`src/rtl/ifetch_pipe.sv`:
```
// ifetch_pipe: sequential instruction fetch front end with a prefetch buffer.
//
// A fetch PC register drives a synchronous instruction memory (data returns
// one cycle after the request). Returned words are queued together with their
// fetch address in a small circular buffer and presented on a valid/ready
// output port. Redirects flush everything and restart fetch at a new target.
//
// Build option: define IFETCH_PIPE_HALT_EN to enable halt-word detection.
// When it is left undefined, halted is tied low and no comparator exists.
module ifetch_pipe #(
    parameter int unsigned            ADDR_BITS  = 32,
    parameter int unsigned            DATA_WIDTH = 32,
    parameter int unsigned            DEPTH      = 4,
    parameter int unsigned            PC_STEP    = 1,
    parameter logic [ADDR_BITS-1:0]   RESET_PC   = '0,
    parameter logic [DATA_WIDTH-1:0]  HALT_WORD  = '1
) (
    input  logic                   clk,
    input  logic                   reset,

    input  logic                   enable,
    input  logic                   redirect_valid,
    input  logic [ADDR_BITS-1:0]   redirect_pc,

    output logic                   imem_en,
    output logic [ADDR_BITS-1:0]   imem_addr,
    input  logic [DATA_WIDTH-1:0]  imem_rdata,

    output logic                   out_valid,
    input  logic                   out_ready,
    output logic [DATA_WIDTH-1:0]  out_instr,
    output logic [ADDR_BITS-1:0]   out_pc,
    output logic [ADDR_BITS-1:0]   out_next_pc,
    output logic                   halted
);

    localparam int unsigned PTR_W = (DEPTH > 1) ? $clog2(DEPTH) : 1;
    localparam int unsigned CNT_W = PTR_W + 1;
    // One extra bit so count + inflight can never overflow the compare.
    localparam int unsigned SUM_W = PTR_W + 2;
    localparam logic [ADDR_BITS-1:0] STEP = ADDR_BITS'(PC_STEP);

    // Fetch side state
    logic [ADDR_BITS-1:0]  fpc_q, fpc_d;
    logic                  inflight_q, inflight_d;
    logic [ADDR_BITS-1:0]  tag_q, tag_d;
    logic                  halted_q, halted_d;

    // Prefetch buffer bookkeeping
    logic [PTR_W-1:0]      head_q, head_d;
    logic [PTR_W-1:0]      tail_q, tail_d;
    logic [CNT_W-1:0]      count_q, count_d;

    // Buffer storage is deliberately not reset; only pointers/count are.
    logic [DATA_WIDTH-1:0] buf_instr_q [DEPTH];
    logic [ADDR_BITS-1:0]  buf_pc_q    [DEPTH];

    logic [SUM_W-1:0]      occupancy;
    logic                  credit_ok;
    logic                  issue;
    logic                  push;
    logic                  pop;
    logic                  halt_hit;

    // Issue credit and per-cycle buffer events; redirect suppresses all of them.
    always_comb begin
        occupancy = SUM_W'(count_q) + SUM_W'(inflight_q);
        // Credit counts the in-flight word so a response always has a slot;
        // a pop this cycle does not free a slot until the next cycle.
        credit_ok = (occupancy < SUM_W'(DEPTH));
        issue     = enable & ~redirect_valid & ~halted_q & credit_ok;
        push      = inflight_q & ~redirect_valid;
        pop       = (count_q != '0) & out_ready & ~redirect_valid;
    end

`ifdef IFETCH_PIPE_HALT_EN
    // Halt is detected on the word being written into the buffer.
    always_comb begin
        halt_hit = push & (imem_rdata == HALT_WORD);
    end
`else
    // Halt detection compiled out; keep the parameter referenced harmlessly.
    logic unused_halt_word;
    always_comb begin
        halt_hit         = 1'b0;
        unused_halt_word = ^HALT_WORD;
    end
`endif

    // Next-state computation for fetch PC, in-flight tracking, pointers and halt.
    always_comb begin
        fpc_d      = fpc_q;
        inflight_d = 1'b0;
        tag_d      = tag_q;
        head_d     = head_q;
        tail_d     = tail_q;
        count_d    = count_q;
        halted_d   = halted_q;

        if (redirect_valid) begin
            // Flush: pending response is dropped simply by not pushing it.
            fpc_d    = redirect_pc;
            head_d   = '0;
            tail_d   = '0;
            count_d  = '0;
            halted_d = 1'b0;
        end else begin
            if (issue) begin
                fpc_d      = fpc_q + STEP;
                inflight_d = 1'b1;
                tag_d      = fpc_q;
            end

            if (push) begin
                tail_d = tail_q + PTR_W'(1);
            end

            if (pop) begin
                head_d = head_q + PTR_W'(1);
            end

            case ({push, pop})
                2'b10:   count_d = count_q + CNT_W'(1);
                2'b01:   count_d = count_q - CNT_W'(1);
                default: count_d = count_q;
            endcase

            if (halt_hit) begin
                halted_d = 1'b1;
            end
        end
    end

    // Control state register with asynchronous active-high reset.
    always_ff @(posedge clk or posedge reset) begin
        if (reset) begin
            fpc_q      <= RESET_PC;
            inflight_q <= 1'b0;
            tag_q      <= RESET_PC;
            head_q     <= '0;
            tail_q     <= '0;
            count_q    <= '0;
            halted_q   <= 1'b0;
        end else begin
            fpc_q      <= fpc_d;
            inflight_q <= inflight_d;
            tag_q      <= tag_d;
            head_q     <= head_d;
            tail_q     <= tail_d;
            count_q    <= count_d;
            halted_q   <= halted_d;
        end
    end

    // Buffer write port: returned word and its fetch address go in at the tail.
    always_ff @(posedge clk) begin
        if (push) begin
            buf_instr_q[tail_q] <= imem_rdata;
            buf_pc_q[tail_q]    <= tag_q;
        end
    end

    // Outputs; the memory request is held off combinationally while in reset.
    always_comb begin
        imem_en     = issue & ~reset;
        imem_addr   = fpc_q;
        out_valid   = (count_q != '0);
        out_instr   = buf_instr_q[head_q];
        out_pc      = buf_pc_q[head_q];
        out_next_pc = buf_pc_q[head_q] + STEP;
        halted      = halted_q;
    end

endmodule

```
`config.mk`:
```
export PLATFORM = sky130hd
export DESIGN_NAME = ifetch_pipe
export DESIGN_NICKNAME = d
export VERILOG_FILES = /design/src/rtl/ifetch_pipe.sv
export SDC_FILE = /design/constraint.sdc
export NUM_CORES = 1
export LEC_CHECK = 0
export ABC_AREA = 0
export BUFFER_PORTS_ARGS = -buffer_cell sky130_fd_sc_hd__buf_4
export CAP_MARGIN = 20
export CORE_MARGIN = 1
export CORE_UTILIZATION = 50
export CTS_CLUSTER_SIZE = 28
export DETAILED_ROUTE_END_ITERATION = 6
export PLACE_DENSITY = 0.67
export RECOVER_POWER = 100
export SYNTH_ARGS = -nofsm -noshare
export SYNTH_HDL_FRONTEND = slang
export SYNTH_SLANG_ARGS = --single-unit
export TNS_END_PERCENT = 50
```
`constraint.sdc`:
```
create_clock -name clk -period 3.4 [get_ports clk]
set_input_delay 0 -clock clk [delete_from_list [all_inputs] [get_ports clk]]
set_output_delay 0 -clock clk [all_outputs]
set_load 0.05 [all_outputs]
```
==> flow_metrics.env <==
export IMPL_portBuffers=198
export IMPL_avgSynthCellArea_um2=16.2
export IMPL_r2r_start="inflight_q$_DFF_PP0_"
export IMPL_mostFrequentLayoutCells="256 x edfxtp_1, 143 x nand2_1, 127 x clkbuf_1, 74 x dlygate4sd3_1, 70 x dfrtp_1"
export IMPL_syn_inst=830
export IMPL_die_h_um=166
export IMPL_grt_max_degree=68
export IMPL_violations="design-rule violations, max-capacitance violations, max-slew violations"
export IMPL_crit_fanout=12
export IMPL_end_kind="output pin"
export IMPL_coreArea_mm2=0.0262
export IMPL_synth_edff_count=256
export IMPL_gp_congestion=0.821
export IMPL_synth_seq_area_share_pct=70.5
export IMPL_drt_wirelength_per_cell_um=20.3
export IMPL_dr_wl_met3_mm=2.04
export IMPL_worstPathArrival_ps=3260
export IMPL_yosys_warnings=0
export IMPL_crit_family="simple AND/OR/NAND/NOR gates"
export IMPL_first_iter_violations=650
export IMPL_multi_input_area_mm2=0.00373
export IMPL_crit_chain="buf_8, mux4_2, nand3_4, or4_4, nor4_2, xor2_1, buf_4"
export IMPL_r2r_cells=3
export IMPL_cts_htree_levels=2
export IMPL_grt_pass1_wl_mm=46.8
export IMPL_io_pins=200
export IMPL_wl_met1_mm=13.3
export IMPL_layout_min_cycle_time_ps=3260
export IMPL_leakagePower_nw=5.94
export IMPL_grt_pass1_vias=8291
export IMPL_die_w_um=166
export IMPL_wirelength_mm=30.0
export IMPL_routed_via_density=5.66
export IMPL_slowest_stage="or4_4"
export IMPL_relSlewSlack_pct=-55.6
export IMPL_cap_violations=4
export IMPL_fillers=1996
export IMPL_start_util_pct=51.3
export IMPL_fmax_mhz=307
export IMPL_areaGrowthSynthToFinish_pct=24.0
export IMPL_gr_total_overflow=0
export IMPL_drive_gt1_share_pct=19.3
export IMPL_r2r_end="buf_pc_q[3][31]$_DFFE_PP_"
export IMPL_max_stage_delay_ps=640
export IMPL_clkTransAtPathRegs_ps=60
export IMPL_cts_root_buf="clkbuf_16"
export IMPL_setup_violations=0
export IMPL_finalCritPeriodShare_pct=95.7
export IMPL_drc_errors=17
export IMPL_rrSetupSlack_ps=180
export IMPL_min_from="enable"
export IMPL_fin_util_pct=63.7
export IMPL_row_count=59
export IMPL_p_per_area_mw_per_mm2=733
export IMPL_hold_path_end="imem_addr[6]$_DFFE_PP0P_"
export IMPL_p_total_mw=12.2
export IMPL_yosysUniqueCellTypes=47
export IMPL_postPlaceCellArea_mm2=0.0154
export IMPL_ys_ff_latch=328
export IMPL_syn_area_mm2=0.0135
export IMPL_critPathLaunchType="register"
export IMPL_crit_type="reg -> out"
export IMPL_grt_use_total_pct=22.0
export IMPL_worst_pin_slew_ps=2330
export IMPL_synth_fp_nets=906
export IMPL_dr_wl_met2_mm=14.1
export IMPL_rsz0062_at_grt="false"
export IMPL_cts_tree="yes"
export IMPL_place_hpwl_mm=19.2
export IMPL_hold_path_class="in -> reg"
export IMPL_cts_num_sinks=328
export IMPL_required_ps=3400
export IMPL_cts_made_buffers=34
export IMPL_status="finished, violations left"
export IMPL_synth_ff_type="edfxtp_1"
export IMPL_dieArea_mm2=0.0276
export IMPL_final_common_cell="edfxtp_1"
export IMPL_nets=1194
export IMPL_diodes=0
export IMPL_crit_buf_inv=2
export IMPL_detail_route_antenna_nets=0
export IMPL_async_flop_share_pct=22.0
export IMPL_irDropWorstVdd_mv=0.417
export IMPL_fin_skew_ps=9.89
export IMPL_setup_tns_ps=0
export IMPL_finalMaxSlewViolations=189
export IMPL_cts_max_path_buffers=3
export IMPL_hold_violations=0
export IMPL_hold_path_depth=5
export IMPL_dr_pass1_iters=7
export IMPL_antenna_found_initial=0
export IMPL_vias=8374
export IMPL_stdcell_area_mm2=0.0167
export IMPL_regArea_mm2=0.00950
export IMPL_highest_layer="met4"
export IMPL_clkLatencyLatePin_ps=500
-- stage by stage --
stage               setup slack, ps  hold WS (ps)  instances
detailed placement              433         -61.3       1342
CTS                            5.28          81.1       1478
finish                          145           103       1479
global route                   17.1           115       1479
global placement                447         -66.1       1342
floorplan                       295          98.9        830
-- cell families after synthesis --
kind of cell,Yosys count,synth area share (%)
AO/OA/AOI/OAI,69,3.77
flip-flops,328,70.5
AND/OR/NAND/NOR,267,9.77
other,1,0.0279
XOR/XNOR,38,2.47
multiplexers,66,10.9
adder cells (fa/ha/maj),7,0.707
buffers and inverters,54,1.82
-- worst register-to-register path, cell delays in order, from the launching register on --
cell and delay [ps]:
dfrtp_1 520, nor2b_1 270, and2_0 1740, buf_12 340
-- registers in the layout, summed over array words and instances, names as in the netlist --
signal,flops
buf_instr_q,128
buf_pc_q,128
imem_addr,32
tag_q,32
count_q,3
head_q,2
tail_q,2
inflight_q,1
-- worst max path at each step --
| stage | startpoint | endpoint | cells past startpoint |
|---|---|---|---|
| after floorplan | head_q[0]$_DFFE_PP0P_ | out_next_pc[24] | 9 |
| final | head_q[0]$_DFFE_PP0P_ | out_next_pc[30] | 7 |
| after global placement | head_q[0]$_DFFE_PP0P_ | out_next_pc[30] | 6 |
| after CTS | head_q[1]$_DFFE_PP0P_ | out_next_pc[24] | 8 |
| after detailed placement | head_q[0]$_DFFE_PP0P_ | out_next_pc[30] | 6 |
| after global routing | head_q[1]$_DFFE_PP0P_ | out_next_pc[22] | 8 |
-- routing by layer --
layer / vias up / global-route usage (%)
met3: 40 / 3.53
li1: 3811 / -
met2: 366 / 34.2
met4: 0 / 6.05
met1: 4157 / 32.5
met5: - / 0
-- layout make-up --
type	count	area share, %
multi-input combinational	448	22.4
tap	335	2.51
inverter	14	0.315
timing repair buffer	292	11.3
clock inverter	19	0.892
sequential	328	56.9
clock buffer	43	5.74
-- report_power, final --
| group | leakage (nW) | internal, mW | switching (mW) |
|---|---|---|---|
| combinational | 2.19 | 0.902 | 2.37 |
| sequential | 3.22 | 4.88 | 0.447 |
| clock | 0.536 | 2.16 | 1.47 |
-- synth_stat cells (2+ instances only) --
master	instances	share of area (%)
ha_1	6	0.56
nand3_1	21	0.78
o311ai_0	23	1.5
xnor2_1	17	1.1
a221o_1	7	0.52
a31oi_1	2	0.093
mux4_2	63	11
nor4_1	7	0.33
and2_1	10	0.47
or4_1	3	0.17
inv_1	13	0.36
dfrtp_1	72	13
buf_2	7	0.26
o21ai_0	19	0.71
nor4_2	5	0.47
nor2b_1	2	0.093
and4_1	7	0.46
mux2i_1	2	0.15
or3_1	4	0.19
buf_6	2	0.17
buf_1	3	0.084
edfxtp_1	256	57
a21oi_1	5	0.19
a22oi_1	2	0.11
xor2_1	21	1.4
nor3b_1	2	0.11
clkbuf_1	23	0.64
nand4_1	16	0.74
a41oi_1	3	0.20
o211ai_1	6	0.33
and3_1	10	0.47
nor2_1	19	0.53
buf_4	5	0.28
nand2_1	143	4.0
nor3_1	12	0.45
-- what timing repair did --
item	CTS	global route
cloned	0	0
endpoints found under the hold margin	239	0
setup endpoints to repair	6	15
pin swaps	0	1
gates resized for setup	1	4
buffers inserted	0	1
hold buffers	74	0
Power figures use the tool's default switching activity.
